$ cat src/rtl/uvmt_mio_cli_st_link_chkr.sv
// In-order link checker between the bob (ingress) and alice (egress) valid/ready streams.
// Each channel keeps an expected-beat queue, a head-of-queue age counter and sticky error flags.
module uvmt_mio_cli_st_link_chkr #(
  parameter int NUM_CH  = 2,
  parameter int DATA_W  = 32,
  parameter int DEPTH   = 8,
  parameter int MAX_LAT = 64
) (
  input  logic                                  clk,
  input  logic                                  reset,
  input  logic                                  clr,
  input  logic [NUM_CH-1:0]                     bob_vld,
  input  logic [NUM_CH-1:0]                     bob_rdy,
  input  logic [NUM_CH*DATA_W-1:0]              bob_data,
  input  logic [NUM_CH-1:0]                     alice_vld,
  input  logic [NUM_CH-1:0]                     alice_rdy,
  input  logic [NUM_CH*DATA_W-1:0]              alice_data,
  output logic [NUM_CH*($clog2(DEPTH)+1)-1:0]   outstanding,
  output logic [NUM_CH-1:0]                     err_mismatch,
  output logic [NUM_CH-1:0]                     err_unexp,
  output logic [NUM_CH-1:0]                     err_ovf,
  output logic [NUM_CH-1:0]                     err_tmo,
  output logic                                  err_any,
  output logic [((NUM_CH > 1) ? $clog2(NUM_CH) : 1)-1:0] first_err_ch,
  output logic [31:0]                           match_cnt
);

  localparam int PW = $clog2(DEPTH);
  localparam int CW = PW + 1;
  localparam int LW = $clog2(MAX_LAT + 1);
  localparam int FW = (NUM_CH > 1) ? $clog2(NUM_CH) : 1;

  logic [DATA_W-1:0] mem [NUM_CH][DEPTH];
  logic [PW-1:0]     wr_ptr   [NUM_CH];
  logic [PW-1:0]     rd_ptr   [NUM_CH];
  logic [CW-1:0]     cnt      [NUM_CH];
  logic [LW-1:0]     age      [NUM_CH];
  logic [PW-1:0]     wr_ptr_n [NUM_CH];
  logic [PW-1:0]     rd_ptr_n [NUM_CH];
  logic [CW-1:0]     cnt_n    [NUM_CH];
  logic [LW-1:0]     age_n    [NUM_CH];

  logic [NUM_CH-1:0] push, ev_mis, ev_unexp, ev_ovf, ev_tmo, ev_match, ev_all;
  logic [NUM_CH-1:0] mis_n, unexp_n, ovf_n, tmo_n;
  logic [FW-1:0]     first_n;
  logic [31:0]       match_n;
  logic [32:0]       msum;

  always_comb begin
    push     = '0;
    ev_mis   = '0;
    ev_unexp = '0;
    ev_ovf   = '0;
    ev_tmo   = '0;
    ev_match = '0;
    msum     = {1'b0, match_cnt};
    for (int c = 0; c < NUM_CH; c++) begin
      logic in_hs, out_hs, full, empty, pop;
      logic [DATA_W-1:0] b, a, head;
      in_hs  = bob_vld[c] & bob_rdy[c];
      out_hs = alice_vld[c] & alice_rdy[c];
      b      = bob_data[c*DATA_W +: DATA_W];
      a      = alice_data[c*DATA_W +: DATA_W];
      head   = mem[c][rd_ptr[c]];
      full   = (cnt[c] == CW'(DEPTH));
      empty  = (cnt[c] == '0);
      pop    = out_hs & ~empty;
      // A same-cycle push/pop on an empty queue is a bypass: compare directly, store nothing.
      push[c] = in_hs & (~full | out_hs) & ~(empty & out_hs);
      ev_ovf[c] = in_hs & full & ~out_hs;
      if (pop) begin
        ev_match[c] = (head == a);
        ev_mis[c]   = (head != a);
      end else if (out_hs && in_hs) begin
        ev_match[c] = (b == a);
        ev_mis[c]   = (b != a);
      end else if (out_hs) begin
        ev_unexp[c] = 1'b1;
      end else begin
        ev_match[c] = 1'b0;
      end
      wr_ptr_n[c] = push[c] ? wr_ptr[c] + PW'(1) : wr_ptr[c];
      rd_ptr_n[c] = pop ? rd_ptr[c] + PW'(1) : rd_ptr[c];
      cnt_n[c]    = cnt[c] + (push[c] ? CW'(1) : CW'(0)) - (pop ? CW'(1) : CW'(0));
      // Age counts only while a beat sits at the head; a fresh push starts counting next cycle.
      if (pop || empty || clr) begin
        age_n[c] = '0;
      end else if (age[c] < LW'(MAX_LAT)) begin
        age_n[c] = age[c] + LW'(1);
      end else begin
        age_n[c] = age[c];
      end
      ev_tmo[c] = (age_n[c] == LW'(MAX_LAT)) && (age[c] != LW'(MAX_LAT)) && !clr;
      if (ev_match[c]) begin
        msum = msum + 33'd1;
      end else begin
        msum = msum;
      end
    end
    ev_all  = ev_mis | ev_unexp | ev_ovf | ev_tmo;
    mis_n   = clr ? '0 : (err_mismatch | ev_mis);
    unexp_n = clr ? '0 : (err_unexp | ev_unexp);
    ovf_n   = clr ? '0 : (err_ovf | ev_ovf);
    tmo_n   = clr ? '0 : (err_tmo | ev_tmo);
    match_n = clr ? 32'd0 : (msum[32] ? 32'hFFFF_FFFF : msum[31:0]);
    first_n = clr ? '0 : first_err_ch;
    if (!clr && !err_any) begin
      for (int c = NUM_CH - 1; c >= 0; c--) begin
        if (ev_all[c]) begin
          first_n = FW'(c);
        end else begin
          first_n = first_n;
        end
      end
    end else begin
      first_n = first_n;
    end
  end

  // Control and status registers.
  always_ff @(posedge clk) begin
    if (reset) begin
      for (int c = 0; c < NUM_CH; c++) begin
        wr_ptr[c] <= '0;
        rd_ptr[c] <= '0;
        cnt[c]    <= '0;
        age[c]    <= '0;
      end
      err_mismatch <= '0;
      err_unexp    <= '0;
      err_ovf      <= '0;
      err_tmo      <= '0;
      err_any      <= 1'b0;
      first_err_ch <= '0;
      match_cnt    <= 32'd0;
    end else begin
      for (int c = 0; c < NUM_CH; c++) begin
        wr_ptr[c] <= wr_ptr_n[c];
        rd_ptr[c] <= rd_ptr_n[c];
        cnt[c]    <= cnt_n[c];
        age[c]    <= age_n[c];
      end
      err_mismatch <= mis_n;
      err_unexp    <= unexp_n;
      err_ovf      <= ovf_n;
      err_tmo      <= tmo_n;
      err_any      <= |{mis_n, unexp_n, ovf_n, tmo_n};
      first_err_ch <= first_n;
      match_cnt    <= match_n;
    end
  end

  // Queue storage; contents are don't-care until written, so no reset.
  always_ff @(posedge clk) begin
    for (int c = 0; c < NUM_CH; c++) begin
      if (push[c]) begin
        mem[c][wr_ptr[c]] <= bob_data[c*DATA_W +: DATA_W];
      end
    end
  end

  always_comb begin
    outstanding = '0;
    for (int c = 0; c < NUM_CH; c++) begin
      outstanding[c*CW +: CW] = cnt[c];
    end
  end

endmodule

$ cat config.mk
export PLATFORM = sky130hd
export DESIGN_NAME = uvmt_mio_cli_st_link_chkr
export DESIGN_NICKNAME = d
export VERILOG_FILES = /design/src/rtl/uvmt_mio_cli_st_link_chkr.sv
export SDC_FILE = /design/constraint.sdc
export NUM_CORES = 1
export LEC_CHECK = 0
export ABC_CLOCK_PERIOD_IN_PS = 6400
export CELL_PAD_IN_SITES_DETAIL_PLACEMENT = 1
export CELL_PAD_IN_SITES_GLOBAL_PLACEMENT = 1
export CORE_AREA = 5 5 236 296
export DETAILED_ROUTE_END_ITERATION = 10
export DIE_AREA = 0 0 241 301
export HOLD_SLACK_MARGIN = 0.03
export PLACE_DENSITY_LB_ADDON = 0.1
export SYNTH_ARGS = -nofsm -noshare
export SYNTH_HDL_FRONTEND = slang
export SYNTH_SLANG_ARGS = --single-unit
export TNS_END_PERCENT = 20
$ cat constraint.sdc
create_clock -name clk -period 6.4 [get_ports clk]
set_input_delay 1.28 -clock clk [delete_from_list [all_inputs] [get_ports clk]]
set_output_delay 1.28 -clock clk [all_outputs]
set_load 0.01 [all_outputs]
==> flow_summary.yaml, run 1 <==
cts:
  cts.path.max_buffers: 3
  clock-sinks: 588
  cts_made_buffers: 60
  clock_tree.root_cell: "clkbuf_16"
  h-tree-depth: 2
  insertion_delay_ns: 0.63
  clkTransAtPathRegs_ns: 0.06
  cts_resized: 0
  cts_tree: "yes"
  post_cts_buffers: 0
  cts_hold_buf: 0
floorplanning:
  die_w_um: 241
  start_util: 0.397
  rows: 106
  die-area_mm2: 0.0725
  die_height_um: 301
  coreArea_mm2: 0.0666
  top_level_ports: 189
timing:
  layout_min_cycle_time_ns: 5.42
  finalCritPeriodShare: 0.848
  max_freq_ghz: 0.184
  finalClockSkew_ns: 0.0280
  setup_violations: 0
  slew_headroom: 0.251
  rsz0062_at_grt: "false"
  worst_slew_pin_slew_ns: 1.12
  hold_violations: 0
  drv_slew: 0
  fin_setup_tns_ns: 0
  holdWs_ns: 0.499
place:
  place_hpwl_um: 49100
  io_buffer_count: 188
  gp_congestion: 0.787
yosys:
  synth_edf_count: 512
  synthesis.nets: 1944
  avgSynthCellArea_um2: 14.8
  yosysSeqAreaShare: 0.640
  syn_area_mm2: 0.0264
  synthArstFlopShare: 0
  ys_seq_elements: 588
  synth_ff_type: "edfxtp_1"
  yosysWarnings: 0
  ys_types: 73
  syn_inst: 1781
finish:
  drive_gt1_frac: 0.145
  antenna_cells: 0
  fin_nets: 2177
  final_common_cell: "edfxtp_1"
  area_growth_pct: 19.4
  final_cell_mix: "512 x edfxtp_1, 188 x clkdlybuf4s50_1, 162 x mux2i_1"
power:
  power_density_mw_per_mm2: 299
  leakagePower_nw: 9.89
  p_sw_mw: 2.40
  p_comb_frac: 0.156
  internal-power_mw: 7.03
  seq_power_share: 0.467
  sw_frac_of_total: 0.255
  total_power_mw: 9.43
  clkPwrFrac: 0.377
  ir_worst_vdd_v: 0.000265
critical_path:
  worstSetupPathType: "flip-flop to flip-flop"
  path_max_fanout: 28
  start_kind: "flip-flop"
  endpoint_kind: "flip-flop"
  cp.arrival_ns: 5.89
  crit_required_ns: 6.87
detailed_routing:
  drc: 0
  wl_per_cell_um: 25.0
  wl_um: 73100
  ant_nets: 0
  vias_per_cell: 5.48
  vias: 16063
  drt_iter0_markers: 760
  first_pass_iters: 5
global_route:
  grt_pass1_vias: 17372
  antenna_found_initial: 2
  grt-ovfl-total: 0
  grt_pass1_wl_um: 109000
  grt_usage: 0.198
  grt_max_degree: 55
outcome:
  status: "finished, final reports clean"
run:
  drv_cap: 0
worst_hold_path:
  min_path_type: "flip-flop to flip-flop"
[flip-flops by register name, indices dropped and copies added (netlist names)]
signal and cells:
cnt 8, err_unexp 2, mem 512, rd_ptr 6, age 14, err_any 1, err_tmo 2, err_ovf 2
first_err_ch 1, match_cnt 32, err_mismatch 2, wr_ptr 6
[cell type report]
| type | instances | area (µm²) |
|---|---|---|
| fill | 6612 | 35000 |
| sequential | 588 | 16900 |
| multi-input combinational | 1088 | 9110 |
| timing repair buffer | 245 | 2350 |
| clock buffer | 82 | 1640 |
| tap | 864 | 1080 |
| clock inverter | 31 | 348 |
| inverter | 31 | 116 |
[metal layers]
layer	wire length, µm	vias up	track usage
met3	2940	100	0.0340
met1	29600	8238	0.241
met2	38800	303	0.364
met5	27	-	0
li1	-	7418	-
met4	1720	4	0.0476
[critical path, stage by stage, from the launching register on]
cell	delay [ns]
dfxtp_2	0.85
buf_4	0.32
mux4_2	0.31
mux2i_1	0.18
xor2_1	0.25
nand4_1	0.35
nor4_4	0.57
and3_1	0.35
mux2i_1	0.53
o2111ai_1	0.41
nor2_1	0.32
or4b_1	0.49
xnor2_1	0.24
a21oi_2	0.08
[synthesized netlist by cell type, types with 22 or more instances]
| cell | number | area [µm²] |
|---|---|---|
| nor2_1 | 98 | 368 |
| edfxtp_1 | 512 | 15400 |
| inv_1 | 30 | 113 |
| nand2_1 | 67 | 251 |
| ha_1 | 22 | 275 |
| mux4_2 | 60 | 1350 |
| mux2i_1 | 162 | 1620 |
| nand4_1 | 38 | 238 |
| nor4_1 | 26 | 163 |
| a22oi_1 | 56 | 420 |
| xnor2_1 | 86 | 753 |
| and3_1 | 39 | 244 |
| a21oi_1 | 47 | 235 |
| a21oi_2 | 28 | 245 |
| nor3_1 | 34 | 170 |
| xor2_1 | 78 | 683 |
| dfxtp_1 | 76 | 1520 |
| nand3_1 | 23 | 115 |
| clkbuf_1 | 30 | 113 |
[worst paths after layout]
| kind | start | to | slack [ns] | cells after the start |
|---|---|---|---|---|
| worst max-delay path | rd_ptr[0][1] | match_cnt[14] | 0.98 | 13 |
| worst min-delay path | err_mismatch[0] | err_mismatch[0] | 0.50 | 2 |
| worst max register to register | rd_ptr[0][1] | match_cnt[14] | 0.98 | 13 |
| worst min register to register | err_mismatch[0] | err_mismatch[0] | 0.50 | 2 |
[power groups by stage]
| stage | Sequential (mW) | Clock (mW) | Combinational [mW] |
|---|---|---|---|
| after floorplan | 4.42 | 0 | 1.01 |
| after global placement | 4.49 | 0 | 1.46 |
| after detailed placement | 4.50 | 0 | 1.49 |
| after CTS | 4.41 | 3.65 | 1.50 |
| after global routing | 4.42 | 3.81 | 1.61 |
| final | 4.41 | 3.55 | 1.47 |
[cell families after synthesis]
kind of cell | count (synthesis) | share of synthesized area
AND/OR/NAND/NOR | 421 | 0.0883
XOR/XNOR | 164 | 0.0544
multiplexers | 237 | 0.119
flip-flops | 588 | 0.640
buffers and inverters | 105 | 0.0201
adder cells (fa/ha/maj) | 24 | 0.0119
AO/OA/AOI/OAI | 242 | 0.0668
[metrics by stage]
stage,setup slack (ns),utilization,instances,cell area [µm²]
2_1_floorplan,1.35,-,1781,26400
3_3_place_gp,0.546,0.444,2816,29600
4_1_cts,0.935,0.474,2929,31600
6_report,0.976,0.474,2929,31600
5_1_grt,0.670,0.474,2929,31600
3_5_place_dp,0.431,0.444,2816,29600
Note: power is estimated with default switching activity, not from simulation.
==> run 2, diff against run 1 <==
ABC_CLOCK_PERIOD_IN_PS = 5200   (was 6400)
clock period = 5.2 ns   (was 6.4 ns; I/O delays follow)
==> flow_summary.yaml, run 2 (synthesis results as in run 1) <==
outcome:
  status: "finished, final reports clean"
global_route:
  grt-ovfl-total: 0
  grt_pass1_vias: 17795
  grt_max_degree: 47
  grt_usage: 0.199
  grt_pass1_wl_um: 110000
  antenna_found_initial: 2
finish:
  fin_nets: 2256
  fill_cells: 6553
  utilization: 0.483
  register_area_mm2: 0.0169
  final_common_cell: "edfxtp_1"
  stdcell_area_mm2: 0.0321
  largest_reg_flops: 512
  drive_gt1_frac: 0.177
  multiInputGateArea_mm2: 0.00912
  area_growth_pct: 21.7
  final_cell_mix: "512 x edfxtp_1, 188 x clkdlybuf4s50_1, 162 x mux2i_1"
timing:
  setup_violations: 0
  slew_headroom: 0.383
  finalClockSkew_ns: 0.0350
  finalCritPeriodShare: 0.939
  worst_slew_pin_slew_ns: 0.918
  layout_min_cycle_time_ns: 4.88
  hold_violations: 0
  final.setup.worst_slack_ns: 0.317
  rsz0062_at_grt: "false"
  drv_slew: 0
  max_freq_ghz: 0.205
run:
  drv_cap: 0
cts:
  h-tree-depth: 2
  cts_tree: "yes"
  clock-sinks: 588
  post_cts_buffers: 0
  cts.path.max_buffers: 3
  clkTransAtPathRegs_ns: 0.06
  cts_made_buffers: 61
  clock_tree.root_cell: "clkbuf_16"
  insertion_delay_ns: 0.63
detailed_routing:
  drc: 0
  ant_nets: 0
  first_pass_iters: 5
  vias_per_cell: 5.45
  drt_iter0_markers: 821
  wl_per_cell_um: 24.3
  vias: 16389
  wl_um: 73100
critical_path:
  endpoint_kind: "flip-flop"
  regToRegEndpoint: "match_cnt[30]"
  cp.arrival_ns: 5.41
  path_max_fanout: 43
  cp_slowest_cell: "mux4_2"
  r2r_start: "rd_ptr[0][0]"
  r2r_cells: 20
  start_kind: "flip-flop"
  path_cells: "buf_12, mux4_2, mux2i_1, xor2_1, o2111ai_1, buf_4, nor4_4, buf_4, a31o_2, nand2_1, xnor2_1, ha_1, buf_4, and3_1, a41o_1, nand2_1, nor2_1, nand4_2, or4_1, o211ai_1"
  worstSetupPathType: "flip-flop to flip-flop"
  critPathMaxStageDelay_ns: 0.55
  path_delay_family: "simple AND/OR/NAND/NOR gates"
  crit_buf_inv: 4
  crit_required_ns: 5.73
  r2r_slack_ns: 0.32
  cp_common_cell: "buf_4"
place:
  gp_congestion: 0.809
  place_hpwl_um: 48900
  dp_slack_ns: -0.406
  place_area_mm2: 0.0302
  io_buffer_count: 188
power:
  leakagePower_nw: 10.2
  power_density_mw_per_mm2: 358
  total_power_mw: 11.5
  ir_worst_vdd_v: 0.000326
floorplanning:
  top_level_ports: 189
  coreArea_mm2: 0.0666
  rows: 106
  start_util: 0.397
  die_w_um: 241
  die_height_um: 301
  die-area_mm2: 0.0725
worst_hold_path:
  min_to: "wr_ptr[0][3]"
  hold_start: "wr_ptr[0][3]"
  min_path_type: "flip-flop to flip-flop"
  hold_depth: 2
==> run 2: layer usage <==
metal  part of all wire  GRT usage  vias up
li1                   -          -     7598
met1               0.41      0.245     8447
met2               0.53      0.366      253
met3              0.038     0.0344       89
met4              0.019     0.0434        2
met5            0.00018          0        -
==> run 2: worst max-delay path by stage <==
stage	to	from	cells past startpoint	slack [ns]
after floorplan	mem[0][128]	alice_vld[0]	8	0.39
after detailed placement	match_cnt[30]	bob_data[29]	18	-0.41
after CTS	match_cnt[30]	bob_data[29]	18	0.20
after global placement	match_cnt[23]	bob_data[29]	15	-0.37
final	match_cnt[30]	rd_ptr[0][0]	20	0.32
after global routing	match_cnt[30]	rd_ptr[0][0]	20	0.02
==> run 2: layout make-up <==
type / count / area share
Antenna cell: 1 / 0.0000778
Clock buffer: 73 / 0.0492
Clock inverter: 41 / 0.0102
Inverter: 31 / 0.00362
Multi-Input combinational cell: 1088 / 0.284
Sequential cell: 588 / 0.526
Tap cell: 864 / 0.0336
Timing Repair Buffer: 323 / 0.0936
==> run 2: repair_timing <==
action,4_1_cts,5_1_grt
endpoints found under the setup margin,0,1
resized for setup,0,1
hold buffers,0,0
==> run 2: metrics by stage <==
stage | std cells | setup TNS [ns] | hold WS [ns]
CTS | 3008 | 0 | 0.508
finish | 3009 | 0 | 0.499
floorplan | 1781 | 0 | 0.463
global placement | 2894 | -10.92 | 0.477
detailed placement | 2894 | -11.78 | 0.502
global route | 3009 | 0 | 0.550
==> run 2: tightest hold or removal path: stages (launching register included) <==
cell and delay [ns]:
dfxtp_1 0.34, nand2_1 0.06, a21oi_1 0.05
==> run 2: where the power goes <==
| group | internal [mW] | leakage (nW) | switching (mW) | total, mW |
|---|---|---|---|---|
| registers | 5.27 | 5.24 | 0.104 | 5.37 |
| clock network | 2.36 | 0.919 | 1.85 | 4.21 |
| logic | 0.875 | 4.09 | 1.04 | 1.92 |
| total | 8.50 | 10.2 | 3.00 | 11.5 |
==> edit (config.mk and constraints of run 1) <==
Set the parameter `DEPTH` to 16 (it was 8).
--- a/src/rtl/uvmt_mio_cli_st_link_chkr.sv
+++ b/src/rtl/uvmt_mio_cli_st_link_chkr.sv
@@ -5,3 +5,3 @@
   parameter int DATA_W  = 32,
-  parameter int DEPTH   = 8,
+  parameter int DEPTH   = 16,
   parameter int MAX_LAT = 64
Ports: changed (resized outstanding); port bits go from 189 to 191. No check against the original RTL was run, so the function may have changed too.
==> edit against run 1 <==
- the flow now stops in clock tree synthesis (4_1_cts)
- area after synthesis rose by 75%
==> edit: results (changes against run 1) <==
INFO  synthesis      yosysUniqueCellTypes=80 [+9.6%]
INFO  place          instance_area_at_placement=0.0499mm^2 [+69%]
INFO  outcome        status=did not finish
INFO  place          place.detailed.hpwl=89400um [+82%]
INFO  cts            htree_levels=3 [+1]
INFO  synthesis      sequential_area_share_after_synthesis=69.9% [+6.0 points]
INFO  cts            clock-root-buffer=clkbuf_16
INFO  cts            cts_post_setup_buffers_inserted=2 [+2]
INFO  cts            clock_tree.buffer_depth=3 [unchanged]
INFO  synthesis      syn_area_per_cell=17.9um^2 [+20%]
INFO  cts            post_cts_resized=2 [+2]
INFO  synthesis      synth_edf_count=1024 [+100%]
INFO  synthesis      synth_nets=2761 [+42%]
INFO  synthesis      postSynthRegisterBits=1106 [+88%]
INFO  synthesis      synth-warning-count=0 [unchanged]
INFO  outcome        error=[ERROR DPL-0033] detailed placement checks failed during check placement.
INFO  synthesis      ys_async_sr_fraction=0% [unchanged]
INFO  place          gp_routability_congestion=0.892 [+13%]
INFO  synthesis      synth_top_cells_by_count=edfxtp_1 (1024), mux4_2 (228), xnor2_1 (178), mux2i_1 (163), nor2_1 (114)
INFO  cts            cts-buffers-inserted=102 [+70%]
INFO  synthesis      synth_area_leaders=edfxtp_1 (66%), mux4_2 (11%), dfxtp_1 (3.5%), mux2i_1 (3.5%), xnor2_1 (3.4%)
INFO  place          placement.io_buffers=190 [+1.1%]
INFO  place          dp_cells=3638 [+29%]
INFO  outcome        stop_stage=clock tree synthesis (4_1_cts)
==> edit: logic make-up after synthesis <==
family / count (synthesis) / share of synthesized area, %
flops: 1106 / 69.9
simple gates: 426 / 4.81
mux: 393 / 14.7
xor+xnor: 255 / 4.82
compound gates: 221 / 3.25
buf+inv: 161 / 1.68
fa+ha+maj: 30 / 0.843
==> edit: through the flow <==
| stage | worst slack [ns] | hold slack (ns) | utilization [%] |
|---|---|---|---|
| floorplan | 1.00 | 0.488 | - |
| global placement | 0.392 | 0.466 | 75.0 |
| detailed placement | 0.0465 | 0.482 | 75.0 |
